[src/rtl/lsu_pkg.sv]
// Shared types for the load/store unit: FSM states, RISC-V funct3 codes and access sizing.
// Also defines the latched-request record that the FSM carries from accept to response.
package lsu_pkg;

    typedef enum logic [2:0] {IDLE, ISSUE0, ISSUE1, CAPT, DONE} state_t;

    localparam logic [2:0] F3_B  = 3'b000;
    localparam logic [2:0] F3_H  = 3'b001;
    localparam logic [2:0] F3_W  = 3'b010;
    localparam logic [2:0] F3_D  = 3'b011;
    localparam logic [2:0] F3_BU = 3'b100;
    localparam logic [2:0] F3_HU = 3'b101;
    localparam logic [2:0] F3_WU = 3'b110;

    typedef struct packed {
        logic       write;
        logic [2:0] funct3;
        logic [2:0] off;
        logic       split;
    } req_t;

    function automatic logic [3:0] size_bytes(input logic [2:0] funct3);
        return 4'd1 << funct3[1:0];
    endfunction

endpackage

[src/rtl/load_align_ext.sv]
// Combinational load path: shifts the two-word window down by the byte offset,
// truncates to the access size and sign- or zero-extends per funct3.
module load_align_ext
    import lsu_pkg::*;
#(
    parameter int N = 64
) (
    input  logic [2*N-1:0] data,
    input  logic [2:0]     off,
    input  logic [2:0]     funct3,
    output logic [N-1:0]   rdata
);

    logic [N-1:0] shifted;

    always_comb begin
        shifted = N'(data >> {off, 3'b000});
        rdata   = '0;
        case (funct3)
            F3_B:    rdata = {{(N-8){shifted[7]}}, shifted[7:0]};
            F3_H:    rdata = {{(N-16){shifted[15]}}, shifted[15:0]};
            F3_W:    rdata = {{(N-32){shifted[31]}}, shifted[31:0]};
            F3_D:    rdata = shifted;
            F3_BU:   rdata = {{(N-8){1'b0}}, shifted[7:0]};
            F3_HU:   rdata = {{(N-16){1'b0}}, shifted[15:0]};
            F3_WU:   rdata = {{(N-32){1'b0}}, shifted[31:0]};
            default: rdata = '0;
        endcase
    end

endmodule

[src/rtl/lsu_access_unit.sv]
// Load/store unit between MEM stage and a 1-cycle byte-enabled RAM; splits word-crossing accesses.
// Latency 3/4 (load), 2/3 (store), 1 (fault); req_ready only in IDLE, one request in flight.
module lsu_access_unit
    import lsu_pkg::*;
#(
    parameter int N      = 64,
    parameter int ADDR_W = 12
) (
    input  logic                clk,
    input  logic                reset,
    input  logic                req_valid,
    output logic                req_ready,
    input  logic                req_write,
    input  logic [N-1:0]        req_addr,
    input  logic [2:0]          req_funct3,
    input  logic [N-1:0]        req_wdata,
    output logic                resp_valid,
    output logic [N-1:0]        resp_rdata,
    output logic                resp_fault,
    output logic [ADDR_W-1:0]   dm_wordAddr,
    output logic [N/8-1:0]      dm_byteena,
    output logic [N-1:0]        dm_writeData,
    output logic                dm_readEnable,
    output logic                dm_writeEnable,
    input  logic [N-1:0]        dm_readData
);

    localparam int BYTES = N / 8;

    state_t              state;
    req_t                req_q;
    logic [ADDR_W-1:0]   w0_q;
    logic [BYTES-1:0]    mask_hi_q;
    logic [N-1:0]        wdata_hi_q;
    logic [N-1:0]        lo_q;
    logic [N-1:0]        hi_q;
    logic [N-1:0]        load_rdata;

    logic [3:0]          size;
    logic [2:0]          off;
    logic [ADDR_W-1:0]   w0;
    logic                split;
    logic                fault;
    logic                accept;
    logic [2*BYTES-1:0]  mask16;
    logic [2*N-1:0]      wdata128;
    logic [N:0]          end_addr;

    always_comb begin
        size     = size_bytes(req_funct3);
        off      = req_addr[2:0];
        w0       = req_addr[ADDR_W+2:3];
        split    = ({1'b0, off} + size) > 4'd8;
        mask16   = (((2*BYTES)'(1) << size) - (2*BYTES)'(1)) << off;
        wdata128 = {{N{1'b0}}, req_wdata} << {off, 3'b000};
        // Last byte touched must stay inside the RAM's byte space.
        end_addr = {1'b0, req_addr} + (N+1)'(size) - (N+1)'(1);
        fault    = (|end_addr[N:ADDR_W+3]) ||
                   (req_write ? req_funct3[2] : (req_funct3 == 3'b111));
    end

    assign req_ready = (state == IDLE) && !reset;
    assign accept    = req_valid && req_ready;

    load_align_ext #(.N(N)) u_align (
        .data   ({hi_q, lo_q}),
        .off    (req_q.off),
        .funct3 (req_q.funct3),
        .rdata  (load_rdata)
    );

    // Data is only meaningful for a completed, non-faulting load.
    assign resp_rdata = (resp_valid && !resp_fault && !req_q.write) ? load_rdata : '0;

    always_ff @(posedge clk or posedge reset) begin
        if (reset) begin
            state          <= IDLE;
            req_q          <= '0;
            w0_q           <= '0;
            mask_hi_q      <= '0;
            wdata_hi_q     <= '0;
            lo_q           <= '0;
            hi_q           <= '0;
            resp_valid     <= 1'b0;
            resp_fault     <= 1'b0;
            dm_wordAddr    <= '0;
            dm_byteena     <= '0;
            dm_writeData   <= '0;
            dm_readEnable  <= 1'b0;
            dm_writeEnable <= 1'b0;
        end else begin
            resp_valid     <= 1'b0;
            resp_fault     <= 1'b0;
            dm_wordAddr    <= '0;
            dm_byteena     <= '0;
            dm_writeData   <= '0;
            dm_readEnable  <= 1'b0;
            dm_writeEnable <= 1'b0;
            case (state)
                IDLE: if (accept) begin
                    req_q      <= '{write: req_write, funct3: req_funct3, off: off, split: split};
                    w0_q       <= w0;
                    mask_hi_q  <= mask16[2*BYTES-1:BYTES];
                    wdata_hi_q <= wdata128[2*N-1:N];
                    if (fault) begin
                        state      <= DONE;
                        resp_valid <= 1'b1;
                        resp_fault <= 1'b1;
                    end else begin
                        state          <= ISSUE0;
                        dm_wordAddr    <= w0;
                        dm_byteena     <= mask16[BYTES-1:0];
                        dm_writeData   <= req_write ? wdata128[N-1:0] : '0;
                        dm_readEnable  <= !req_write;
                        dm_writeEnable <= req_write;
                    end
                end
                ISSUE0: begin
                    if (req_q.split) begin
                        state          <= ISSUE1;
                        dm_wordAddr    <= w0_q + {{(ADDR_W-1){1'b0}}, 1'b1};
                        dm_byteena     <= mask_hi_q;
                        dm_writeData   <= req_q.write ? wdata_hi_q : '0;
                        dm_readEnable  <= !req_q.write;
                        dm_writeEnable <= req_q.write;
                    end else if (!req_q.write) begin
                        state <= CAPT;
                    end else begin
                        state      <= DONE;
                        resp_valid <= 1'b1;
                    end
                end
                ISSUE1: begin
                    if (!req_q.write) begin
                        lo_q  <= dm_readData;
                        state <= CAPT;
                    end else begin
                        state      <= DONE;
                        resp_valid <= 1'b1;
                    end
                end
                CAPT: begin
                    if (req_q.split) hi_q <= dm_readData;
                    else             lo_q <= dm_readData;
                    state      <= DONE;
                    resp_valid <= 1'b1;
                end
                DONE:    state <= IDLE;
                default: state <= IDLE;
            endcase
        end
    end

endmodule

[config.mk]
export PLATFORM = sky130hd
export DESIGN_NAME = lsu_access_unit
export DESIGN_NICKNAME = d
export VERILOG_FILES = /design/src/rtl/lsu_pkg.sv /design/src/rtl/load_align_ext.sv /design/src/rtl/lsu_access_unit.sv
export SDC_FILE = /design/constraint.sdc
export NUM_CORES = 1
export LEC_CHECK = 0
export ABC_AREA = 0
export CAP_MARGIN = 20
export CORE_MARGIN = 2
export CORE_UTILIZATION = 50
export DETAILED_ROUTE_END_ITERATION = 10
export HOLD_SLACK_MARGIN = 0.08
export PLACE_DENSITY = 0.81
export SKIP_CTS_REPAIR_TIMING = 1
export SYNTH_ARGS = -nofsm -noshare
export SYNTH_HDL_FRONTEND = slang
export SYNTH_SLANG_ARGS = --single-unit
export TNS_END_PERCENT = 5
[constraint.sdc]
create_clock -name clk -period 10.4 [get_ports clk]
set_clock_uncertainty 0.1 [all_clocks]
set_input_delay 2.6 -clock clk [delete_from_list [all_inputs] [get_ports clk]]
set_output_delay 2.6 -clock clk [all_outputs]
set_load 0.01 [all_outputs]
Yosys cells after proc, flatten, opt, wreduce, memory -nomap -nowiden
Cells that the tools add are included.
{"block": "op_classes", "muxes": 39, "n_shift": 5, "n_reduce_logical": 16, "add_sub_neg": 5, "n_eq_ne": 13, "order_cmp": 1}
{"operator": "2-to-1 mux 64 bit", "n": 8}
{"operator": "case mux 64 bit (7 select lines)", "n": 1}
{"operator": "case mux 64 bit (2 select lines)", "n": 2}
{"operator": "<< shifter 64 x 6 -> 128 bit", "n": 1}
{"operator": ">> shifter 128 x 6 -> 64 bit", "n": 1}
{"operator": "adder 64 x 4 -> 65 bit", "n": 1}
{"operator": "subtractor 65 x 1 -> 65 bit (second input constant)", "n": 1}
{"operator": "OR reduction 50 bit", "n": 1}
{"operator": "2-to-1 mux 12 bit", "n": 3}
{"operator": "2-to-1 mux 8 bit", "n": 3}
{"operator": "case mux 12 bit (2 select lines)", "n": 1}
{"operator": "case mux 8 bit (2 select lines)", "n": 1}
{"operator": "<< shifter 1 x 4 -> 16 bit (first input constant)", "n": 1}
{"operator": "<< shifter 16 x 3 -> 16 bit", "n": 1}
{"operator": "subtractor 16 x 2 -> 16 bit (second input constant)", "n": 1}
{"operator": "adder 12 x 1 -> 12 bit (second input constant)", "n": 1}
{"operator": "equality test 3 x 2 -> 1 bit (second input constant)", "n": 4}
{"operator": "equality test 3 bit (second input constant)", "n": 4}
{"operator": "2-to-1 mux 1 bit", "n": 12}
{"operator": "2-to-1 mux 3 bit", "n": 4}
{"operator": "case mux 3 bit (4 select lines)", "n": 1}
{"operator": "equality test 3 x 1 -> 1 bit (second input constant)", "n": 2}
{"operator": "zero test 3 bit", "n": 2}
{"operator": "inequality test 2 bit (second input constant)", "n": 3}
{"operator": "11 further kinds", "n": 19}
{"block": "word_totals", "regBits": 311, "in_bits": 199, "elab_cells": 96, "out_inout_bits": 153}

Logic depth before layout (Yosys ltp)
{"block": "depth", "ltp_word": 8, "ltp_mapped": 18, "depth_no_buf": 16}

Hierarchy
From an unflattened synthesis, not the netlist that was laid out.
{"block": "unflattened", "cells_unflattened": 2410, "hier_area_um2": 22130.0}
{"module": "lsu_access_unit", "cells_each": 2017, "n_inst": 1, "area_per_inst_um2": 18833.1}
{"module": "load_align_ext", "cells_each": 393, "n_inst": 1, "area_per_inst_um2": 3296.9}

Least setup slack after synthesis
No wires, ideal clock.
{"block": "synth_path", "path_kind": "input-to-reg", "start": "input req_funct3[1]", "end": "register dm_wordAddr[10]", "path_slack_ns": 3.694, "arrival_time_ns": 6.466, "cell_stages": 18, "setup_time_ns": 0.140, "path_cell_list": "clkbuf_1 > clkbuf_1 > nand2_1 > ha_1 > inv_1 > ha_1 > or3b_1 > a221oi_2 > o21ai_1 > a21o_1 > a21bo_1 > a2111oi_4 > mux2_1 > o211ai_2 > nor3_1 > nand4_1 > clkbuf_1 > o22ai_1"}
{"block": "synth_between", "elab_chain_len": 8}
{"item": "start, declared", "line": "lsu_access_unit.sv:15", "text": "input logic [2:0] req_funct3,"}
{"item": "<< shifter 1 x 2 -> 4 bit", "line": "lsu_pkg.sv:23", "text": "return 4'd1 << funct3[1:0];"}
{"item": "adder 64 x 4 -> 65 bit", "line": "lsu_access_unit.sv:57", "text": "end_addr = {1'b0, req_addr} + (N+1)'(size) - (N+1)'(1);"}
{"item": "subtractor 65 x 1 -> 65 bit", "line": "lsu_access_unit.sv:57"}
{"item": "OR reduction 50 bit", "line": "lsu_access_unit.sv:58", "text": "fault = (|end_addr[N:ADDR_W+3]) ||"}
{"item": "logical OR 1 bit (*)", "line": "lsu_access_unit.sv:58"}
{"item": "2-to-1 mux 12 bit (*)", "line": "lsu_access_unit.sv:105", "text": "if (fault) begin"}
{"item": "2-to-1 mux 12 bit (*)", "line": "lsu_access_unit.sv:100", "text": "IDLE: if (accept) begin"}
{"item": "case mux 12 bit (2 select lines) (*)", "line": "lsu_access_unit.sv:99", "text": "case (state)"}
{"item": "end signal, assigned", "line": "lsu_access_unit.sv:111", "text": "dm_wordAddr <= w0;"}
{"item": "end signal, assigned", "line": "lsu_access_unit.sv:121", "text": "dm_wordAddr <= w0_q + {{(ADDR_W-1){1'b0}}, 1'b1};"}
{"item": "end, declared", "line": "lsu_access_unit.sv:20", "text": "output logic [ADDR_W-1:0] dm_wordAddr,"}
Mark *: on every way between the ends. The rest lies on a longest branch, timed or not.
A chain may end at the register's enable or synchronous reset.

Worst setup path after layout
{"block": "layout_path", "start": "input req_funct3[1]", "end": "register dm_writeData[31]"}
{"block": "layout_between", "elab_chain_len": 8}
{"item": "<< shifter 1 x 2 -> 4 bit", "line": "lsu_pkg.sv:23"}
{"item": "adder 64 x 4 -> 65 bit", "line": "lsu_access_unit.sv:57"}
{"item": "subtractor 65 x 1 -> 65 bit", "line": "lsu_access_unit.sv:57"}
{"item": "OR reduction 50 bit", "line": "lsu_access_unit.sv:58"}
{"item": "logical OR 1 bit (*)", "line": "lsu_access_unit.sv:58"}
{"item": "2-to-1 mux 64 bit (*)", "line": "lsu_access_unit.sv:105"}
{"item": "2-to-1 mux 64 bit (*)", "line": "lsu_access_unit.sv:100"}
{"item": "case mux 64 bit (2 select lines) (*)", "line": "lsu_access_unit.sv:99"}
{"item": "end signal, assigned", "line": "lsu_access_unit.sv:113", "text": "dm_writeData <= req_write ? wdata128[N-1:0] : '0;"}
{"item": "end signal, assigned", "line": "lsu_access_unit.sv:123", "text": "dm_writeData <= req_q.write ? wdata_hi_q : '0;"}
{"item": "end, declared", "line": "lsu_access_unit.sv:22", "text": "output logic [N-1:0] dm_writeData,"}
Marked as above.

==> out/qor.yml <==
drt:
  wl_per_cell_um: 25.3
  vias: 21800
  drc_errors: 0
  routed_via_density: 6.47
  drtAntennaViolNets: 0
  wl_mm: 85.0
  initialDrtViolationCount: 2534
  drtPass1Iterations: 6
clock_network:
  clk_pin_slew_ps: 60
  htreeDepth: 2
  cts_tree: "built"
  cts_root_buffer: "clkbuf_16"
  clock_path_buffers: 3
  cts.sinks: 295
  cts_buffers: 34
  clock_latency_ps: 530
final_layout:
  final_cell_mix: "clkdlybuf4s50_1 (348), nand2_1 (339), dfrtp_1 (292)"
  nets: 3015
  drive_gt1_share_pct: 13.2
  syn_to_final_growth_pct: 22.7
  fillers: 3601
  layout_commonest_cell: "clkdlybuf4s50_1"
power:
  comb_power_share_pct: 48.1
  p_int_mw: 3.39
  p_clk_share_pct: 20.9
  power.density_nw_per_um2: 213
  ir_drop_uv: 149
  switching_share_pct: 40.2
  switching_power_mw: 2.28
  power_mw: 5.67
  p_seq_share_pct: 31.0
  power.leakage_nw: 11.1
hold_path:
  hold_path_class: "reg -> reg"
global_route:
  gr-total-overflow: 0
  grt_max_degree: 91
  first_global_vias: 21500
  grt_usage_pct: 37.1
  grt_pass1_wl_mm: 127
  antenna_found_initial: 14
placement:
  io_buffer_count: 351
  gp_congestion: 1.01
  place_hpwl_mm: 63.6
floorplan:
  dieWidth_um: 212
  design.core.area_um2: 42900
  start_util_pct: 50.5
  pin_count: 352
  die_h_um: 212
  die_area_um2: 45000
  rows: 76
logic_synthesis:
  synth_top_family_by_area: "compound AO/OA/AOI/OAI gates"
  synth_compound_area_share_pct: 21.2
  synthSimpleGateAreaFrac_pct: 16.1
  synth_area_um2: 21700
  avgSynthCellArea_um2: 8.66
  yosysSeqAreaShare_pct: 34.1
  ys.flop_type: "dfrtp_1"
  synth_nets: 2772
  synthMuxAreaShare_pct: 18.6
  ys_async_sr_fraction_pct: 100
  syn_inst: 2502
  synth_edf_count: 0
  synth-seq-cells: 295
  yosys_warnings: 0
  synth_adder_area_share_pct: 4.13
  synth_xor_area_share_pct: 0.929
  ys_types: 86
worst_setup_path:
  crit_required_ps: 10720
  worstSetupEndpointType: "flip-flop"
  worstPathMaxFanout: 35
  cpMaxStageDelayCell: "clkdlybuf4s50_1"
  crit_type: "in -> reg"
  arrival_ps: 8340
  cp_cell_sequence: "clkdlybuf4s50_1, nand2_1, ha_1, inv_1, ha_1, nand4bb_1, a21oi_1, o2111ai_1, a311o_1, a21oi_1, or3_1, a2111oi_2, nand4_1, nor4b_4, nand3_2, o31ai_1"
  worst-path-buf-inv: 2
  start_kind: "input port"
  crit_family: "simple AND/OR/NAND/NOR gates"
  critPathMaxStageDelay_ps: 860
timing:
  drv_slew: 0
  finalCritPeriodShare_pct: 77.1
  setup_viol: 0
  finalSetupTns_ps: 0
  slew_headroom_pct: 19.9
  fmax_ghz: 0.125
  min_period_ps: 8010
  rsz0062_at_grt: "no"
  finalHoldViolations: 0
  tightest_slew_ps: 1200
run_status:
  status: "finished clean"
flow_run:
  cap_violations: 0
cell usage after synthesis (12+ instances only):
master    instances  area, µm²
buf_1            18       67.6
a21o_1           23        173
a221oi_1         13        114
nand4_1          40        250
mux2i_1          97        971
nor4_1           12       75.1
and4_1           12        105
and2_1           12       75.1
mux4_2           28        631
nor2b_1          14       87.6
o21a_1           19        143
buf_2            20        100
nand2_1         340       1280
mux2_2          214       2410
ha_1             70        876
inv_1            99        372
nand3_1          40        200
a21oi_1         216       1080
a22o_1           31        272
a211oi_1         40        300
a32o_1           15        150
dfrtp_1         295       7380
o21ai_0         204       1020
o211ai_1         18        135
o22ai_1          21        131
xnor2_1          13        114
nor3_1           40        200
nor2_1          211        792
clkbuf_1        129        484
worst register-to-register path: stages, from the launching register on:
cell     delay (ps)
dfrtp_1         480
nor4_1          340
buf_4           200
nand2_4         200
buf_4           480
nor2_2          950
a22o_1          260
cell type report:
class / count / area (µm²) / area share (%)
Clock inverter: 16 / 161 / 0.607
Tap cell: 585 / 732 / 2.75
Inverter: 102 / 387 / 1.45
Sequential cell: 295 / 7390 / 27.8
Clock buffer: 44 / 928 / 3.49
Timing Repair Buffer: 379 / 3720 / 14.0
Multi-Input combinational cell: 1933 / 13300 / 49.8
Antenna cell: 9 / 22.5 / 0.0847
metrics by stage:
step	hold slack, ps	cells	utilization, %	instance area [µm²]	setup slack [ps]
floorplan	339	2502	-	21700	3690
global placement	353	3293	59.4	25500	2180
detailed placement	355	3293	59.4	25500	2030
CTS	369	3353	61.9	26600	2570
global route	406	3361	62.0	26600	2110
finish	371	3363	62.0	26600	2390
logic make-up (layout without fill, tap and decap cells):
group / after synthesis / count (layout)
adder cells (fa/ha/maj): 71 / 71
multiplexers: 341 / 341
flip-flops: 295 / 295
AO/OA/AOI/OAI: 722 / 722
XOR/XNOR: 23 / 23
AND/OR/NAND/NOR: 776 / 776
buffers and inverters: 274 / 541
other: 0 / 9
power by group through the flow:
stage,logic [mW],registers (mW),clock network [mW]
final,2.73,1.76,1.18
after global routing,2.93,1.80,1.24
after CTS,2.67,1.75,1.19
after detailed placement,2.65,1.76,0
after global placement,2.59,1.74,0
after floorplan,1.93,1.65,0
state kept, by name, summed over array words and instances, names as in the netlist, 12 cells and up:
name          flops
wdata_hi_q       56
hi_q             56
lo_q             64
w0_q             12
dm_wordAddr      12
dm_writeData     64
final timing paths:
check	start	end	slack [ps]	cells past startpoint
setup / recovery	req_funct3[1]	dm_writeData[31]$_DFF_PP0_	2390	16
hold / removal	mask_hi_q[2]$_DFFE_PP0P_	mask_hi_q[2]$_DFFE_PP0P_	370	2
setup reg to reg	state[0]$_DFFE_PP0P_	wdata_hi_q[27]$_DFFE_PP0P_	7330	6
hold reg to reg	mask_hi_q[2]$_DFFE_PP0P_	mask_hi_q[2]$_DFFE_PP0P_	370	2
max in group asynchronous	reset	req_q[2]$_DFFE_PP0P_	5980	4
min in group asynchronous	reset	dm_readEnable$_DFF_PP0_	2630	3
per-layer routing:
layer / up-vias / global-route usage, % / part of all wire (%)
met3: 299 / 7.36 / 8.5
li1: 9640 / - / -
met2: 1306 / 62.1 / 48
met1: 10500 / 44.9 / 38
met5: - / 0 / 0.16
met4: 14 / 20.1 / 5.9
(Power assumes the default switching activity.)
